**config.mk**
```make
export PLATFORM = sky130hd
export DESIGN_NAME = fetch_aligner
export DESIGN_NICKNAME = d
export VERILOG_FILES = /design/src/rtl/fetch_aligner.sv
export SDC_FILE = /design/constraint.sdc
export NUM_CORES = 1
export LEC_CHECK = 0
export ABC_AREA = 1
export ABC_CLOCK_PERIOD_IN_PS = 3820
export CAP_MARGIN = 40
export CORE_ASPECT_RATIO = 1.25
export CORE_MARGIN = 4
export CORE_UTILIZATION = 49
export DETAILED_ROUTE_END_ITERATION = 10
export GPL_ROUTABILITY_DRIVEN = 0
export PLACE_DENSITY = 0.85
export RECOVER_POWER = 50
export SETUP_SLACK_MARGIN = 0.3
export SLEW_MARGIN = 40
export SYNTH_ARGS = -nofsm -noshare
export SYNTH_HDL_FRONTEND = slang
export SYNTH_SLANG_ARGS = --single-unit
```
**constraint.sdc**
```tcl
create_clock -name clk -period 3.82 [get_ports clk]
set_input_delay 0.764 -clock clk [delete_from_list [all_inputs] [get_ports clk]]
set_output_delay 0.764 -clock clk [all_outputs]
set_load 0.005 [all_outputs]
```
**src/rtl/fetch_aligner.sv**
```systemverilog
`default_nettype none
// +--------------------------------------------------------------------------+
// | Module  : fetch_aligner                                                  |
// | Purpose : Fetches 32-bit words from instruction memory and re-aligns     |
// |           them into a stream of 16-bit (compressed) and 32-bit           |
// |           instructions through a 4-entry halfword FIFO.                  |
// | Ports   : clk, arstn (async, active low)                                 |
// |           redirectEn/redirectPc  - flush and restart request             |
// |           imemReq/imemAddr/imemGnt - memory request channel              |
// |           imemRvalid/imemRdata     - in-order memory response channel    |
// |           instrValid/instrReady/instr/instrPc/instrCompressed - output   |
// | Revision: 1.0 - initial release                                          |
// +--------------------------------------------------------------------------+
module fetch_aligner #(
  parameter logic [31:0] RESET_PC = 32'h0000_0000
) (
  input  logic        clk,
  input  logic        arstn,
  input  logic        redirectEn,
  input  logic [31:0] redirectPc,
  output logic        imemReq,
  output logic [31:0] imemAddr,
  input  logic        imemGnt,
  input  logic        imemRvalid,
  input  logic [31:0] imemRdata,
  output logic        instrValid,
  input  logic        instrReady,
  output logic [31:0] instr,
  output logic [31:0] instrPc,
  output logic        instrCompressed
);

  localparam int DEPTH = 4;

  logic [15:0] fifo_q [DEPTH];
  logic [15:0] fifo_d [DEPTH];
  logic [15:0] shifted [DEPTH];
  logic [2:0]  count_q, count_d, count_pop;
  logic [31:0] fetch_addr_q, fetch_addr_d;
  logic [31:0] pc_q, pc_d;
  logic        outstanding_q, outstanding_d;
  logic        discard_q, discard_d;
  logic        skip_low_q, skip_low_d;

  logic        entry0_comp;
  logic        avail;
  logic        xfer;
  logic        accept;
  logic [1:0]  pop_n;
  logic        unused_pc_bit0;

  assign unused_pc_bit0 = redirectPc[0];

  assign entry0_comp = (fifo_q[0][1:0] != 2'b11);
  // A full instruction with only its low half buffered waits for the next word.
  assign avail       = (count_q >= 3'd2) || ((count_q == 3'd1) && entry0_comp);

  assign instrValid      = !redirectEn && avail;
  assign instr           = !instrValid ? 32'h0 :
                           entry0_comp ? {16'h0, fifo_q[0]} : {fifo_q[1], fifo_q[0]};
  assign instrCompressed = instrValid && entry0_comp;
  assign instrPc         = pc_q;

  // Request only when a full word is guaranteed to fit after any pops.
  assign imemReq  = arstn && !outstanding_q && (count_q <= 3'd2) && !redirectEn;
  assign imemAddr = fetch_addr_q;

  assign xfer   = instrValid && instrReady;
  assign accept = imemReq && imemGnt;
  assign pop_n  = !xfer ? 2'd0 : (entry0_comp ? 2'd1 : 2'd2);

  always_comb begin
    // Pop first: shift the surviving halfwords down to entry 0.
    case (pop_n)
      2'd1:    shifted = '{fifo_q[1], fifo_q[2], fifo_q[3], 16'h0};
      2'd2:    shifted = '{fifo_q[2], fifo_q[3], 16'h0, 16'h0};
      default: shifted = fifo_q;
    endcase
    count_pop = count_q - {1'b0, pop_n};

    fifo_d        = shifted;
    count_d       = count_pop;
    fetch_addr_d  = fetch_addr_q;
    pc_d          = pc_q + {29'b0, pop_n, 1'b0};
    outstanding_d = outstanding_q;
    discard_d     = discard_q;
    skip_low_d    = skip_low_q;

    if (redirectEn) begin
      for (int i = 0; i < DEPTH; i++) begin
        fifo_d[i] = 16'h0;
      end
      count_d      = 3'd0;
      fetch_addr_d = {redirectPc[31:2], 2'b00};
      pc_d         = {redirectPc[31:1], 1'b0};
      skip_low_d   = redirectPc[1];
      // A response arriving in the redirect cycle is dropped on the spot; a
      // transaction still in flight afterwards is stale and must be dropped
      // when it returns.
      outstanding_d = outstanding_q && !imemRvalid;
      discard_d     = outstanding_q && !imemRvalid;
    end else begin
      if (accept) begin
        outstanding_d = 1'b1;
        fetch_addr_d  = fetch_addr_q + 32'd4;
      end
      if (imemRvalid) begin
        outstanding_d = 1'b0;
        if (discard_q) begin
          discard_d = 1'b0;
        end else begin
          // Push after pop: write at the post-pop fill level.
          for (int i = 0; i < DEPTH; i++) begin
            if (count_pop == 3'(i)) begin
              fifo_d[i] = skip_low_q ? imemRdata[31:16] : imemRdata[15:0];
            end
            if (!skip_low_q && ((count_pop + 3'd1) == 3'(i))) begin
              fifo_d[i] = imemRdata[31:16];
            end
          end
          count_d    = count_pop + (skip_low_q ? 3'd1 : 3'd2);
          skip_low_d = 1'b0;
        end
      end
    end
  end

  always_ff @(posedge clk or negedge arstn) begin
    if (!arstn) begin
      for (int i = 0; i < DEPTH; i++) begin
        fifo_q[i] <= 16'h0;
      end
      count_q       <= 3'd0;
      fetch_addr_q  <= {RESET_PC[31:2], 2'b00};
      pc_q          <= {RESET_PC[31:1], 1'b0};
      outstanding_q <= 1'b0;
      discard_q     <= 1'b0;
      skip_low_q    <= RESET_PC[1];
    end else begin
      for (int i = 0; i < DEPTH; i++) begin
        fifo_q[i] <= fifo_d[i];
      end
      count_q       <= count_d;
      fetch_addr_q  <= fetch_addr_d;
      pc_q          <= pc_d;
      outstanding_q <= outstanding_d;
      discard_q     <= discard_d;
      skip_low_q    <= skip_low_d;
    end
  end

endmodule
`default_nettype wire

```
==> results of run 1 <==
-- worst min path at each step --
stage	depth (start not counted)	start	to	slack (ns)
2_1_floorplan	0	arstn	count_q[0]	0.47
3_3_place_gp	2	outstanding_q	discard_q	0.50
3_5_place_dp	2	fifo_q[7]	fifo_q[7]	0.52
4_1_cts	1	arstn	instrPc[30]	0.24
5_1_grt	1	arstn	instrPc[30]	0.25
6_report	1	arstn	instrPc[30]	0.24
-- critical path, cell delays in order --
cell and delay, ns:
buf_2 0.12, inv_4 0.10, buf_4 0.50, nand3_1 0.18
nor3_1 0.18, clkdlybuf4s50_1 0.58
-- report_power, final --
part / internal [mW] / switching (mW) / total, mW
combinational: 0.836 / 1.33 / 2.16
clock: 1.02 / 0.628 / 1.65
sequential: 1.60 / 0.198 / 1.80
total: 3.46 / 2.15 / 5.61
-- per-layer routing --
metal	vias to the layer above	track usage, %	share of wire [%]
met2	691	48.4	48
li1	5253	-	-
met1	5031	34.0	35
met3	163	6.98	10
met4	2	20.2	6.7
met5	-	0	0.057
-- registers in the layout, indices dropped and copies added, names as in the netlist --
| signal | cells |
|---|---|
| count_q | 3 |
| imemAddr | 30 |
| discard_q | 1 |
| fifo_q | 64 |
| instrPc | 31 |
| skip_low_q | 1 |
| outstanding_q | 1 |
-- cells in the mapped netlist (5+ instances only) --
cell      count
nand2_1     545
inv_1       202
nand3_1     187
dfrtp_1     131
nor2_1      125
o21ai_0      93
a21oi_1      69
clkbuf_1     29
buf_2        26
o211ai_1     20
nor3_1       15
o21ai_1      14
buf_4        13
nand3b_1     11
nand4_1      11
xor2_1       11
inv_2         9
ha_1          6
buf_1         5
-- stage by stage --
| step | util [%] | instances | hold WS [ns] | setup TNS (ns) | setup slack (ns) |
|---|---|---|---|---|---|
| global placement | 59.9 | 1959 | 0.504 | 0 | 0.0502 |
| global route | 62.8 | 1990 | 0.253 | 0 | 0.432 |
| detailed placement | 60.0 | 1959 | 0.521 | -0.00815 | -0.00815 |
| finish | 62.8 | 1991 | 0.237 | 0 | 0.581 |
| floorplan | - | 1573 | 0.468 | -0.107 | -0.0118 |
| CTS | 62.9 | 1990 | 0.236 | 0 | 0.420 |
-- cell type report --
cell class,instances,share of cell area [%]
multi-input combinational,1153,43.4
sequential,131,26.7
timing repair buffer,197,15.9
inverter,213,6.55
clock buffer,21,3.59
tap,265,2.70
clock inverter,10,1.10
antenna,1,0.0204
-- kinds of logic (layout without fill, tap and decap cells) --
group,count (synthesis),count (layout),share of synthesized area (%)
compound gates,211,211,11.7
xor+xnor,15,15,1.35
fa+ha+maj,9,9,1.39
buf+inv,289,441,12.2
flops,131,131,33.6
other cells,1,4,0.0385
simple gates,915,915,39.7
==> results.toml, run 1 <==
[synthesis]
synth_edf_count = 0
synthFlopType = "dfrtp_1"
yosysTopAreaCellShare_pct = 33.6
synth_top_area_cell = "dfrtp_1"
ys_warn_count = 0
ys_async_sr_fraction_pct = 100
avgSynthCellArea_sq_um = 6.21
synth_cells = 1571
syn-cell-area_sq_um = 9750
synth_area_leaders = "dfrtp_1 (34%), nand2_1 (21%), nand3_1 (9.6%)"
ys_seq_elements = 131
synth.distinct_cells = 44
ys_seq_area_share_pct = 33.6

[floorplan]
placement_rows = 57
die_y_microns = 166
io_pins = 169
die_area_sq_um = 22200
start_util_pct = 49.9
die_w_microns = 134
core_sq_um = 19500

[detailed_routing]
drt_pass1_iterations = 6
vias = 11140
route.detailed.drc = 0
drt_iter0_markers = 1344
antenna_left = 0
via_per_inst = 5.60
wl_per_cell_microns = 16.7
routed_wl_mm = 33.2

[cells_and_area]
nets = 1792
regArea_sq_um = 3280
final_area_sq_um = 12300
fillers = 1804
area_growth_pct = 25.8
drive_gt1_share_pct = 5.68
multiInputGateArea_sq_um = 5330
final_common_cell = "nand2_1"
mostFrequentLayoutCells = "nand2_1 (544), inv_1 (200), nand3_1 (187)"

[sta]
tightest_slew_ns = 2.30
rsz0062_at_grt = "false"
finalCritPeriodShare_pct = 84.8
relSlewSlack_pct = -53.2
fin_skew_ns = 0.00849
fin_crit_ns = 3.24
slew_viol_final = 43
finalHoldViolations = 0
fmax_mhz = 309
setup_viol = 0

[worst_setup_path]
cp.arrival_ns = 2.47
crit_path_max_fanout = 52
reg2reg_to = "fifo_q[13]"
r2r_slack_ns = 0.61
setup.worst_path.start_class = "input port"
crit_start = "redirectEn"
critical_path.endpoint = "imemReq"
crit_required_ns = 3.06
reg2reg_depth = 15
crit_type = "input port to primary output"
timing.rr.start = "fifo_q[48]"
end_kind = "primary output"

[cts]
cts_tree = "done"
clock-sinks = 131
cts_buffer_depth = 2
clk_latency_ns = 0.42
clkTransAtPathRegs_ns = 0.06
h-tree-depth = 4
ctsRootBufferMaster = "clkbuf_16"
ctsHoldBuffers = 0
cts_buffers = 17
post_cts_buffers = 0
cts_resized = 0

[global_route]
grt_pass1_vias = 10982
grt_antenna_before_repair = 2
grt_start_max_net_pins = 97
grtUsageTotal_pct = 29.6
grt_pass1_wl_mm = 53.4
grt-ovfl-total = 0

[placed_design]
port-buffer-count = 164
dp_hpwl_mm = 23.5
place_area_sq_um = 11700

[pwr]
leakagePower_nw = 5.99
finalPower_mw = 5.61
p_per_area_nw_per_um2 = 457
irDropWorstVdd_mv = 0.291

[run_status]
outcome = "finished, violations left"
violations = "max-capacitance violations, max-slew violations"

[job]
drv_cap = 1

[worst_hold_path]
hp-class = "input port to asynchronous set/reset pin"
Power figures use the tool's default switching activity.
==> inputs of run 2 (changes only) <==
ABC_CLOCK_PERIOD_IN_PS = 2900   (was 3820)
clock period = 2.9 ns   (was 3.82 ns; I/O delays follow)
==> run 2 against run 1 <==
Effect of this change:
- the run ends with design-rule violations, max-capacitance violations, max-slew violations, negative setup slack left
- worst setup slack got worse by 0.98 ns
- die area did not move
- core utilization rose by 6.1 points
- sequential cell count did not move
- via count rose by 11%
- non-clock buffer count rose by 66
- combinational power rose by 79%
- count of clock-buffer cells in the layout fell by 3
==> results.toml, run 2 (synthesized netlist as in run 1, its figures left out) <==
[run_status]
outcome = "finished, violations left"
violations = "design-rule violations, max-capacitance violations, max-slew violations, negative setup slack"

[sta]
setup_viol = 64
finalHoldViolations = 0
rsz0062_at_grt = "true"
timing.final.ws_setup_ns = -0.403
finalCritPeriodShare_pct = 114
slew_viol_final = 132
fmax_mhz = 303
tightest_slew_ns = 1.89
fin_skew_ns = 0.0147
relSlewSlack_pct = -26.3
fin_crit_ns = 3.30

[cts]
cts_buffers = 17
clkTransAtPathRegs_ns = 0.06
h-tree-depth = 4
ctsRootBufferMaster = "clkbuf_16"
clock-sinks = 131
cts_tree = "done"
cts_buffer_depth = 2
clk_latency_ns = 0.44

[worst_setup_path]
end_kind = "register"
reg2reg_to = "fifo_q[56]"
r2r_slack_ns = -0.40
cp.arrival_ns = 3.63
timing.rr.start = "fifo_q[49]"
crit_required_ns = 3.23
crit_start = "fifo_q[49]"
critical_path.endpoint = "fifo_q[56]"
reg2reg_depth = 22
setup.worst_path.start_class = "register"
crit_path_max_fanout = 6
crit_type = "register to register"

[detailed_routing]
antenna_left = 0
drt_pass1_iterations = 11
vias = 12382
via_per_inst = 6.01
drt_iter0_markers = 1794
route.detailed.drc = 1
wl_per_cell_microns = 19.4
routed_wl_mm = 40.0

[floorplan]
core_sq_um = 19500
die_y_microns = 166
die_area_sq_um = 22200
start_util_pct = 49.9
placement_rows = 57
io_pins = 169
die_w_microns = 134

[worst_hold_path]
hp-class = "register to register"
hold_start = "fifo_q[1]"

[cells_and_area]
area_growth_pct = 38.1
final_common_cell = "nand2_1"
largest_reg_flops = 64
mostFrequentLayoutCells = "nand2_1 (531), inv_1 (194), nand3_1 (151)"
diodes = 0
drive_gt1_share_pct = 14.5
nets = 1860
max_flop_register = "fifo_q"

[pwr]
irDropWorstVdd_mv = 0.509
p_per_area_nw_per_um2 = 647
leakagePower_nw = 6.60
finalPower_mw = 8.72

[placed_design]
place_ws_ns = -0.700
port-buffer-count = 164
dp_hpwl_mm = 24.5

[job]
drv_cap = 1

[global_route]
grt_start_max_net_pins = 132
grt_pass1_wl_mm = 59.7
grt-ovfl-total = 0
grt_pass1_vias = 11893
grt_antenna_before_repair = 0
grtUsageTotal_pct = 33.2
==> run 2: cell types whose count changed in the layout (fill, tap and decap cells not counted), sizes merged <==
cell           before  now
dlymetal6s2s        1    0
clkbuf             23   21
clkdlybuf4s50     118  127
dlygate4sd3        43    0
dlygate4sd2         0   32
bufinv              3    5
inv               211  214
nand2             552  554
clkinvlp            4    3
buf                33  101
diode               1    0
==> run 2: critical path, cell delays in order (launching register included) <==
cell and delay, ns:
dfrtp_1 0.43, nand2_2 0.11, nand2_2 0.07, nand2_4 0.07
nand3_4 0.08, nor2_4 0.12, ha_4 0.14, inv_2 0.03
fa_2 0.55, inv_2 0.06, nor2_4 0.13, ha_4 0.23
inv_2 0.07, nor2_4 0.04, buf_12 0.14, buf_12 0.14
nand3_4 0.07, nand2_2 0.05, nand2_1 0.08, nand2_1 0.12
inv_1 0.09, nand3_1 0.10, a21oi_1 0.25
==> run 2: power by group <==
group          total (mW)  leakage (nW)  internal, mW  switching [mW]
Clock                2.47         0.314          1.56           0.914
Combinational        3.87          4.61          1.58            2.28
Sequential           2.38          1.68          2.11           0.265
Total                8.72          6.60          5.26            3.46
==> run 2: area by class of cell <==
type	count	area, sq um
clock buffers	18	439
multi-input cells	1155	5800
inverters	213	825
clock inverters	14	225
fillers	1560	6070
flip-flops and latches	131	3280
well taps	265	332
repair buffers	263	2570
==> run 2: how the worst min path moves through the flow <==
| stage | cells after the start | slack [ns] | end |
|---|---|---|---|
| 6_report | 2 | 0.53 | fifo_q[1] |
| 5_1_grt | 2 | 0.54 | fifo_q[1] |
| 4_1_cts | 2 | 0.32 | imemAddr[28] |
| 3_5_place_dp | 2 | 0.52 | fifo_q[1] |
| 3_3_place_gp | 2 | 0.50 | discard_q |
| 2_1_floorplan | 0 | 0.28 | count_q[0] |
==> run 2: repair_timing <==
item | CTS | global route
endpoints found under the hold margin | 0 | 0
gates cloned | 5 | 1
endpoints found under the setup margin | 124 | 108
pin swaps | 25 | 20
gates resized for setup | 99 | 68
hold buffers | 0 | 0
buffers inserted | 11 | 7
==> run 2: through the flow <==
step / hold WS (ns) / utilization [%] / setup TNS [ns] / area, sq um / cells
6_report: 0.531 / 68.9 / -13.65 / 13500 / 2059
5_1_grt: 0.536 / 68.9 / -20.42 / 13500 / 2059
4_1_cts: 0.323 / 67.1 / -5.14 / 13100 / 2051
3_5_place_dp: 0.520 / 61.8 / -47.21 / 12100 / 2003
3_3_place_gp: 0.498 / 61.8 / -40.85 / 12100 / 2003
2_1_floorplan: 0.284 / - / -44.21 / 9890 / 1573
==> run 2: metal layers <==
metal | vias to the layer above | track usage (%) | part of all wire, %
met5 | - | 0 | 0
met1 | 5522 | 37.0 | 32
met4 | 0 | 23.4 | 9.5
met3 | 377 | 7.04 | 12
met2 | 1086 | 56.0 | 46
li1 | 5397 | - | -
